$ cat config.mk
export PLATFORM = sky130hd
export DESIGN_NAME = serial_adder
export DESIGN_NICKNAME = d
export VERILOG_FILES = /design/src/rtl/serial_adder_pkg.sv /design/src/rtl/serial_adder_fa.sv /design/src/rtl/serial_adder.sv
export SDC_FILE = /design/constraint.sdc
export NUM_CORES = 1
export LEC_CHECK = 0
export BUFFER_PORTS_ARGS = -buffer_cell sky130_fd_sc_hd__clkbuf_2
export CORE_MARGIN = 2
export CORE_UTILIZATION = 40
export DETAILED_ROUTE_END_ITERATION = 16
export MAX_ROUTING_LAYER = met4
export PLACE_DENSITY_LB_ADDON = 0.08
export SLEW_MARGIN = 20
export SYNTH_ARGS = -nofsm -noshare
export SYNTH_HDL_FRONTEND = slang
export SYNTH_SLANG_ARGS = --single-unit
export TNS_END_PERCENT = 1
$ cat constraint.sdc
create_clock -name clk -period 1.75 [get_ports clk]
set_input_delay 0.2625 -clock clk [delete_from_list [all_inputs] [get_ports clk]]
set_output_delay 0.2625 -clock clk [all_outputs]
set_load 0.005 [all_outputs]
$ cat src/rtl/serial_adder_pkg.sv
// Shared definitions for the bit-serial adder: controller state encodings.
// Encoding 2'd3 is unused and recovers to IDLE.
package serial_adder_pkg;

  typedef enum logic [1:0] {
    IDLE = 2'd0,
    RUN  = 2'd1,
    DONE = 2'd2
  } state_e;

endpackage

$ cat src/rtl/serial_adder_fa.sv
// Single-bit full adder cell used as the bit slice of the serial adder.
module fullAdder (
  input  logic A,
  input  logic B,
  input  logic Cin,
  output logic S,
  output logic Cout
);

  assign S    = A ^ B ^ Cin;
  assign Cout = (A & B) | (Cin & (A ^ B));

endmodule

$ cat src/rtl/serial_adder.sv
// Bit-serial unsigned adder: one fullAdder slice, LSB first, carry held in a
// register between cycles. {Cout,S} = A + B + Cin after WIDTH RUN cycles.
module serial_adder
  import serial_adder_pkg::*;
#(
  parameter int WIDTH = 8
) (
  input  logic             clk,
  input  logic             rst,
  input  logic             start,
  input  logic [WIDTH-1:0] A,
  input  logic [WIDTH-1:0] B,
  input  logic             Cin,
  output logic             ready,
  output logic             busy,
  output logic             done,
  output logic [WIDTH-1:0] S,
  output logic             Cout
);

  localparam int CNT_W = $clog2(WIDTH);
  localparam logic [CNT_W-1:0] LAST_BIT = CNT_W'(WIDTH - 1);

  state_e           state_q;
  logic             ready_q, busy_q, done_q, cout_q, carry_q;
  logic [WIDTH-1:0] a_sh_q, b_sh_q, s_sh_q, s_q;
  logic [WIDTH-1:0] a_sh_d, b_sh_d, s_sh_d;
  logic [CNT_W-1:0] cnt_q;
  logic             fa_s, fa_cout;

  fullAdder u_fa (
    .A    (a_sh_q[0]),
    .B    (b_sh_q[0]),
    .Cin  (carry_q),
    .S    (fa_s),
    .Cout (fa_cout)
  );

  // Sum bits enter at the MSB so after WIDTH shifts bit 0 sits at the LSB.
  always_comb begin
    a_sh_d = a_sh_q >> 1;
    b_sh_d = b_sh_q >> 1;
    s_sh_d = {fa_s, s_sh_q[WIDTH-1:1]};
  end

  always_ff @(posedge clk) begin
    if (rst) begin
      state_q <= IDLE;
      ready_q <= 1'b1;
      busy_q  <= 1'b0;
      done_q  <= 1'b0;
      s_q     <= '0;
      cout_q  <= 1'b0;
      a_sh_q  <= '0;
      b_sh_q  <= '0;
      s_sh_q  <= '0;
      carry_q <= 1'b0;
      cnt_q   <= '0;
    end else begin
      case (state_q)
        IDLE: begin
          if (start) begin
            a_sh_q  <= A;
            b_sh_q  <= B;
            carry_q <= Cin;
            s_sh_q  <= '0;
            cnt_q   <= '0;
            ready_q <= 1'b0;
            busy_q  <= 1'b1;
            state_q <= RUN;
          end
        end
        RUN: begin
          a_sh_q  <= a_sh_d;
          b_sh_q  <= b_sh_d;
          s_sh_q  <= s_sh_d;
          carry_q <= fa_cout;
          cnt_q   <= cnt_q + CNT_W'(1);
          if (cnt_q == LAST_BIT) begin
            s_q     <= s_sh_d;
            cout_q  <= fa_cout;
            done_q  <= 1'b1;
            busy_q  <= 1'b0;
            state_q <= DONE;
          end
        end
        DONE: begin
          done_q  <= 1'b0;
          ready_q <= 1'b1;
          state_q <= IDLE;
        end
        default: begin
          done_q  <= 1'b0;
          busy_q  <= 1'b0;
          ready_q <= 1'b1;
          state_q <= IDLE;
        end
      endcase
    end
  end

  assign ready = ready_q;
  assign busy  = busy_q;
  assign done  = done_q;
  assign S     = s_q;
  assign Cout  = cout_q;

endmodule

# Yosys cells after proc, flatten, opt, wreduce, memory -nomap -nowiden
# Cells that the tools add are included.
# W data, S select, Z words.
[word_totals]
romBits = 0
mem_count = 0
latchBits = 0
register_bits = 42
ramBits = 0
[op_classes]
n_div = 0
n_reduce_logical = 8
eq_ne = 5
shift = 0
n_mul = 0
bitwise = 8
addsub = 1
n_mux = 20
magnitude_cmp = 0
[ops]
columns = ["cell", "count"]
rows = [
  ["$pmux W8 S2", 3],
  ["$mux W8", 3],
  ["$reduce_and A2 Y1", 5],
  ["$pmux W1 S2", 3],
  ["$pmux W3 S2", 1],
  ["$mux W1", 5],
  ["$mux W2", 2],
  ["$ne A2 B2 Y1 const B", 2],
  ["$pmux W2 S2", 1],
  ["$add A3 B1 Y3 const B", 1],
  ["$eq A3 B3 Y1 const B", 1],
  ["$mux W3", 1],
  ["$not A1 Y1", 3],
  ["$pmux W1 S3", 1],
  ["$reduce_and A3 Y1", 1],
  ["$and A1 B1 Y1", 2],
  ["$eq A2 B1 Y1 const B", 1],
  ["$eq A2 B2 Y1 const B", 1],
  ["$logic_not A2 Y1", 1],
  ["$reduce_bool A2 Y1", 1],
  ["$xor A1 B1 Y1", 2],
  ["$or A1 B1 Y1", 1],
]

# Logic depth before layout (Yosys ltp)
# Gate-level depths: netlist of run 1.
[logic_depth]
depth_word = 4
mapped_depth = 6
depth_no_buf = 5

# Hierarchy
# From an unflattened synthesis of run 1, not the netlist that was laid out.
[unflattened]
hier_cells = 180
hier_area_um2 = 1754.2
[by_module_without_submodules]
columns = ["module", "area_each_um2", "cells_each", "n_inst"]
rows = [
  ["serial_adder", 1734.2, 179, 1],
  ["fullAdder", 20.0, 1, 1],
]

# Worst setup path after synthesis of run 1
# Ideal clock, no wire load.
[synth_timing]
kind = "register to register"
startpoint = "reg cnt_q[0]"
endpoint = "reg cout_q, in the netlist Cout"
synth_period_minus_slack_ps = 1307
setup_ps = 71
required_ps = 1679
path_slack_ps = 443
path_buffers = 1
t_arrival_ps = 1236
path_stages_with_launch = 7
cell_sequence = "dfxtp_1 ha_1 ha_1 nand3b_1 clkbuf_1 nand2_1 a21oi_1"
[synth_between]
elab_chain_cells = 2
[synth_lines]
columns = ["element", "line_no", "text"]
rows = [
  ["start: declaration", "serial_adder.sv:28", "logic [CNT_W-1:0] cnt_q;"],
  ["start signal: assignment", "serial_adder.sv:78", "cnt_q <= cnt_q + CNT_W'(1);"],
  ["$eq A3 B3 Y1", "serial_adder.sv:79", "if (cnt_q == LAST_BIT) begin"],
  ["$reduce_and A2 Y1 (no source line)", "--", ""],
  ["end signal: assignment", "serial_adder.sv:81", "cout_q <= fa_cout;"],
  ["end: declaration", "serial_adder.sv:25", "logic ready_q, busy_q, done_q, cout_q, carry_q;"],
]
# No other way between the ends.
# A chain may end at the register's enable or synchronous reset.

# Worst setup path in the final report of run 1
[layout_timing]
startpoint = "reg state_q[0]"
endpoint = "reg cnt_q[0]"
[layout_between]
elab_chain_cells = 3
elab_cells_between_ends = 6
classes_between = "eq/ne (2); mux (1); reduce/logical (3)"
[layout_lines]
columns = ["element", "line_no", "text"]
rows = [
  ["start: declaration", "serial_adder.sv:24", "state_e state_q;"],
  ["start signal: assignment", "serial_adder.sv:48", "state_q <= IDLE;"],
  ["start signal: assignment", "serial_adder.sv:70", "state_q <= RUN;"],
  ["start signal: assignment", "serial_adder.sv:84", "state_q <= DONE;"],
  ["$eq A2 B1 Y1 or $logic_not A2 Y1 (tied branches)", "serial_adder.sv:60", "case (state_q)"],
  ["$reduce_bool A2 Y1 (no source line) or $ne A2 B2 Y1 (tied branches)", "--", ""],
  ["$reduce_and A2 Y1 (no source line)", "--", ""],
]
# Several ways; a longest one is shown, not always the timed one.

==> qor.csv, run 1 <==
metric;value;unit
ir_drop_worst_vdd;0.000516;V
setup-tns-final;0;ns
tritoncts_buffer_count;5;
cts_post_setup_buffers_inserted;0;
postSynthNetCount;196;
power.net_switching;449;µW
die_width;67.6;µm
clk_transition_reported_paths;0.08;ns
r2r-start;state_q[0];
instances_no_fill;250;
rsz0062_at_grt;false;
finalCritPeriodShare;83.8;%
chipHeight;67.6;µm
cpMaxStageDelayCell;sky130_fd_sc_hd__o21bai_1;
first_iter_violations;58;
layout-drive-gt1-share;25.5;%
synth_cell_type_count;25;
crit_path_max_incr_delay;0.74;ns
count_of_tritonroute_iterations_in_the_first_routing_pass;4;
worstRegToRegCells;3;
crit_path_cell_trace;o21bai_1 -> mux2i_1 -> nor2_1;
cts_tree;done;
drt_wl_total;3220;µm
seq_area_frac_synth;50.7;%
io_buffer_count;31;
grt_remaining_overflow;0;
timing.slew.headroom;40.1;%
required;1.96;ns
dp_hpwl;2200;µm
reg2reg_slack;0.28;ns
initial_utilization;41.1;%
dp.cells;242;
final_nets;222;
timing.hold.worst.class;input pin to flip-flop;
worst_skew_pair_latency;0.29;ns
cp-end-kind;flip-flop;
finClkSkew;0.00633;ns
hold-path-cell-count;3;
die_area;0.00457;mm²
time_the_final_worst_path_needs_with_i_o_delays_and_setup;1.47;ns
final_max_slew_viols;0;
drt.antenna.violating_nets;0;
grt_max_degree;37;
placementRows;23;
run_status;completed;
setup.worst_path.class;flip-flop to flip-flop;
synthToLayoutAreaGrowth;17.9;%
detail_route.wl_per_cell;12.9;µm
n_antenna_cell;0;
regArea;821;µm²
power.sequential.fraction;50.9;%
static_leakage;0.773;nW
vias;1272;
power_per_cell_area;1040;mW/mm²
grt_antenna_before_repair;0;
cts_root_buf;sky130_fd_sc_hd__clkbuf_8;
power.combinational.fraction;9.8;%
syn-cell-area;0.00162;mm²
finalHoldViolations;0;
ys_seq_elements;41;
internal_power;1.53;mW
fillers;371;
first_global_vias;1243;
kind_of_start_point_of_the_critical_path;flip-flop;
power.clock.fraction;39.3;%
min_delay_startpoint;A[7];
gp_congestion;0.737;
clock-sinks;41;
via_per_inst;5.09;
remaining_drc_errors;0;
grt_usage;16.4;%
coreArea;0.00394;mm²
report.final.setup_viol;0;
synth-warning-count;0;
whs_endpoint;a_sh_q[7];
worst-slew-pin-transition;0.896;ns
whs;0.224;ns
postSynthAreaPerCell;9.36;µm²
synthesis.instances;173;
io-pin-count;32;
cts_htree_levels;2;
max_cap_viol_count;0;
multi_input_area;663;µm²
timing.fmax;0.682;GHz
critPathMaxFanout;12;
switching_share;22.6;%
grt_pass1_wl;5360;µm
timing.rr.end;cnt_q[0];
clk_path_buf_depth;2;
worst-endpoint-arrival;1.68;ns
[power by group through the flow]
stage	combinational, mW	clock, mW	sequential, mW
floorplan	0.147	0	1.03
global placement	0.190	0	1.03
detailed placement	0.196	0	1.03
CTS	0.197	0.807	1.01
global route	0.220	0.851	1.02
finish	0.194	0.780	1.01
[metrics by stage]
step | area (µm²) | setup slack [ns] | total power, mW | utilization (%)
after CTS | 1910 | 0.0907 | 2.01 | 48.3
after global placement | 1790 | 0.134 | 1.22 | 45.3
after floorplan | 1620 | 0.443 | 1.17 | -
final | 1910 | 0.283 | 1.98 | 48.4
after detailed placement | 1790 | 0.117 | 1.23 | 45.3
after global routing | 1910 | 0.128 | 2.09 | 48.4
[cell usage in the layout (no fill, tap or decap), drive strengths merged, types with 2 or more instances in the layout]
cell type and count:
dfxtp 41, clkbuf 37, a21oi 26, nor2 16
inv 15, o221a 15, a22oi 11, nand3 9
nand2 9, buf 4, nand2b 3, ha 2
[registers in the layout (all words and copies together) (netlist names)]
name,flops
s_sh_q,7
carry_q,1
b_sh_q,8
Cout,1
state_q,2
busy,1
ready,1
cnt_q,3
S,8
done,1
a_sh_q,8
[cell usage after synthesis]
library cell	instances	area share, %
sky130_fd_sc_hd__a211o_1	1	0.54
sky130_fd_sc_hd__a211oi_1	1	0.46
sky130_fd_sc_hd__a21oi_1	26	8.0
sky130_fd_sc_hd__a22oi_1	11	5.1
sky130_fd_sc_hd__buf_2	7	2.2
sky130_fd_sc_hd__buf_6	2	1.4
sky130_fd_sc_hd__clkbuf_1	7	1.6
sky130_fd_sc_hd__dfxtp_1	41	51
sky130_fd_sc_hd__fa_1	1	1.2
sky130_fd_sc_hd__ha_1	2	1.5
sky130_fd_sc_hd__inv_1	15	3.5
sky130_fd_sc_hd__mux2i_1	1	0.62
sky130_fd_sc_hd__nand2_1	9	2.1
sky130_fd_sc_hd__nand2b_1	2	0.77
sky130_fd_sc_hd__nand2b_4	1	0.85
sky130_fd_sc_hd__nand3_1	9	2.8
sky130_fd_sc_hd__nand3b_1	1	0.46
sky130_fd_sc_hd__nor2_1	16	3.7
sky130_fd_sc_hd__nor2b_1	1	0.39
sky130_fd_sc_hd__nor3b_1	1	0.46
sky130_fd_sc_hd__o21ai_0	1	0.31
sky130_fd_sc_hd__o21bai_1	1	0.46
sky130_fd_sc_hd__o221a_1	10	7.0
sky130_fd_sc_hd__o221a_2	5	3.5
sky130_fd_sc_hd__or2_1	1	0.39
[worst max-delay path, delay by kind of cell (launching register included)]
kind	cells	cell delay, ns
multiplexers	1	0.18
AO/OA/AOI/OAI	1	0.74
AND/OR/NAND/NOR	1	0.12
flip-flops	1	0.37
[routing by layer]
layer  vias up  global-route usage (%)  part of all wire [%]
li1        655                       -                     -
met1       592                    17.9                    46
met2        23                    27.9                    49
met3         2                    5.17                   4.8
met4         0                    6.12                  0.40
met5         -                       -                     0
[worst max path at each step]
stage,from,to,cells past startpoint
after floorplan,cnt_q[0],Cout,6
after global placement,state_q[0],a_sh_q[3],3
after detailed placement,state_q[0],a_sh_q[6],3
after CTS,state_q[0],a_sh_q[4],3
after global routing,state_q[0],cnt_q[1],3
final,state_q[0],cnt_q[0],3
[what timing repair did]
item | CTS | global route
gates resized for setup | 0 | 1
setup endpoints to repair | 0 | 8
hold buffers | 0 | 0
[cell type report]
type	count	share of cell area [%]
well taps	50	3.28
clock inverters	2	1.97
flip-flops and latches	41	43.0
inverters	15	2.95
clock buffers	6	4.33
multi-input cells	101	34.8
repair buffers	35	9.70
[logic make-up (layout without fill, tap and decap cells)]
| family | after synthesis | count (layout) | synth area share, % |
|---|---|---|---|
| muxes | 1 | 1 | 0.618 |
| buffers and inverters | 31 | 58 | 8.66 |
| AOI/OAI and AO/OA | 56 | 56 | 25.3 |
| and+or+nand+nor | 41 | 41 | 11.9 |
| DFF | 41 | 41 | 50.7 |
| adders and majority gates | 3 | 3 | 2.78 |
(Power assumes the default switching activity.)
==> run 2: changes to the inputs <==
- clock period: 1.75 -> 1.2 ns (I/O delays scaled with it)
==> run 2 against run 1 <==
  * The flow now finishes with violations (setup timing)
  * Via count is 7.8% higher
  * Cell count is 6.0% higher
  * Die area unchanged
  * Non-clock buffer count up 16
  * Sequential power rose by 47%
  * Critical endpoint is now S[7]
  * Largest cell class unchanged
  * Highest routed layer unchanged
==> qor.csv, run 2 (synthesized netlist as in run 1, its figures left out) <==
metric;value;unit;change
ir_drop_worst_vdd;0.000632;V;+23%
placementRows;23;;unchanged
clock-sinks;41;;unchanged
max_cap_viol_count;0;;unchanged
clk_path_buf_depth;2;;unchanged
cp-end-kind;flip-flop;;
io_buffer_count;31;;unchanged
cts_root_buf;sky130_fd_sc_hd__clkbuf_8;;
timing.fmax;0.807;GHz;+18%
power_per_cell_area;1290;mW/mm²;+24%
coreArea;0.00394;mm²;unchanged
detail_route.wl_per_cell;13.8;µm;+7.1%
fillers;344;;-7.3%
cts_hold_buf;0;;unchanged
r2r-start;a_sh_q[0];;
violations_in_the_final_reports;setup timing;;
timing.hold.worst.class;input pin to flip-flop;;
first_global_vias;1297;;+4.3%
finalCritPeriodShare;103;%;+19 points
mostFrequentLayoutCells;sky130_fd_sc_hd__dfxtp_1, sky130_fd_sc_hd__clkbuf_2, sky130_fd_sc_hd__a21oi_1;;
cpMaxStageDelayCell;sky130_fd_sc_hd__fa_2;;
static_leakage;0.867;nW;+12%
fin_area;0.00215;mm²;+13%
route.met2.wl;1830;µm;+16%
hold-path-cell-count;3;;unchanged
wirelength_met1;1670;µm;+13%
grt_antenna_before_repair;0;;unchanged
vias;1371;;+7.8%
reg2reg_slack;-0.04;ns;-0.32 ns
required;1.42;ns;-0.54 ns
finClkSkew;0.00683;ns;+0.000501 ns
kind_of_start_point_of_the_critical_path;flip-flop;;
time_the_final_worst_path_needs_with_i_o_delays_and_setup;1.24;ns;-0.228 ns
worstRegToRegCells;3;;unchanged
met3WireLength;132;µm;-15%
grt_usage;17.0;%;+0.60 points
die_area;0.00457;mm²;unchanged
final_nets;238;;+7.2%
worst-endpoint-arrival;1.46;ns;-0.22 ns
timing.rr.end;S[7];;
cts_htree_levels;2;;unchanged
grt_max_degree;23;;-38%
dpl-instance-area;0.00191;mm²;+7.1%
cts_tree;done;;
crit_path_cell_trace;fa_2 -> nand3_2 -> a21oi_2;;
min_delay_startpoint;B[7];;
clk_transition_reported_paths;0.08;ns;about the same
final_max_slew_viols;0;;unchanged
gp_congestion;0.745;;+1.1%
drt_wl_total;3660;µm;+13%
layout-drive-gt1-share;38.6;%;+13 points
report.final.setup_viol;14;;+14
run_status;finished, violations left;;
first_iter_violations;55;;-5.2%
die_width;67.6;µm;unchanged
finalHoldViolations;0;;unchanged
crit_path_max_incr_delay;0.60;ns;-0.14 ns
timing.slew.headroom;69.4;%;+29 points
grt_pass1_wl;5690;µm;+6.0%
final_common_cell;sky130_fd_sc_hd__dfxtp_1;;
critPathMaxFanout;2;;-10
via_per_inst;5.17;;+1.7%
remaining_drc_errors;0;;unchanged
timing.final.ws_setup;-0.0391;ns;-0.322 ns
n_antenna_cell;0;;unchanged
worst-slew-pin-transition;0.459;ns;-0.437 ns
setup.worst_path.class;flip-flop to flip-flop;;
rsz0062_at_grt;true;;
tritoncts_buffer_count;5;;unchanged
count_of_tritonroute_iterations_in_the_first_routing_pass;4;;unchanged
synthToLayoutAreaGrowth;32.7;%;
initial_utilization;41.1;%;unchanged
timing.critical_path.max_delay_family;adder cells;;
fin_total_pwr;2.76;mW;+39%
dp_hpwl;2480;µm;+12%
highest-signal-layer;met4;;
grt_remaining_overflow;0;;unchanged
drt.antenna.violating_nets;0;;unchanged
chipHeight;67.6;µm;unchanged
whs_endpoint;b_sh_q[7];;
worst_skew_pair_latency;0.28;ns;about the same
io-pin-count;32;;unchanged
cp_num_buf_inv;0;;unchanged
[run 2: layout make-up]
type | count | area, µm² | area share [%]
clock buffers | 7 | 86.3 | 4.02
inverters | 15 | 56.3 | 2.62
well taps | 50 | 62.6 | 2.91
repair buffers | 51 | 325 | 15.1
flip-flops and latches | 41 | 826 | 38.4
multi-input cells | 101 | 792 | 36.9
[run 2: how the worst max path moves through the flow]
stage | cells after the start | to | slack (ns) | startpoint
floorplan | 5 | a_sh_q[0] | -0.06 | state_q[0]
global placement | 3 | a_sh_q[3] | -0.27 | state_q[0]
detailed placement | 3 | a_sh_q[5] | -0.34 | state_q[0]
CTS | 6 | S[2] | -0.05 | cnt_q[0]
global route | 3 | S[7] | -0.08 | a_sh_q[0]
finish | 3 | S[7] | -0.04 | a_sh_q[0]
[run 2: worst register-to-register path, cell delays in order, from the launching register on]
cell and delay, ns:
sky130_fd_sc_hd__dfxtp_2 0.34, sky130_fd_sc_hd__fa_2 0.60, sky130_fd_sc_hd__nand3_2 0.08, sky130_fd_sc_hd__a21oi_2 0.15
[run 2: repair_timing]
item                                    in CTS  in global routing
setup buffers                                0                  0
pin swaps                                    2                  7
endpoints found under the setup margin      26                 35
cloned                                       0                  1
gates resized for setup                     14                 19
[run 2: metal layers]
metal | track usage (%) | vias to the layer above
met4 | 6.38 | 0
met1 | 20.3 | 655
li1 | - | 689
met5 | - | -
met3 | 4.00 | 4
met2 | 27.8 | 23
[run 2: per-stage QoR]
stage               cells  hold slack, ns  util [%]  TNS [ns]  setup WS [ns]
finish                265           0.163      54.5    -0.159        -0.0391
global route          265           0.173      54.5     -1.27        -0.0815
CTS                   264           0.159      52.3    -0.542        -0.0540
detailed placement    257           0.451      48.5     -5.68         -0.339
global placement      257           0.433      48.5     -4.30         -0.273
floorplan             173           0.329         -    -0.621        -0.0594
[run 2: power by group]
part / switching, mW / total, mW / internal, mW
clock: 0.433 / 0.889 / 0.456
sequential: 0.0450 / 1.48 / 1.43
combinational: 0.195 / 0.397 / 0.202
total: 0.673 / 2.76 / 2.09
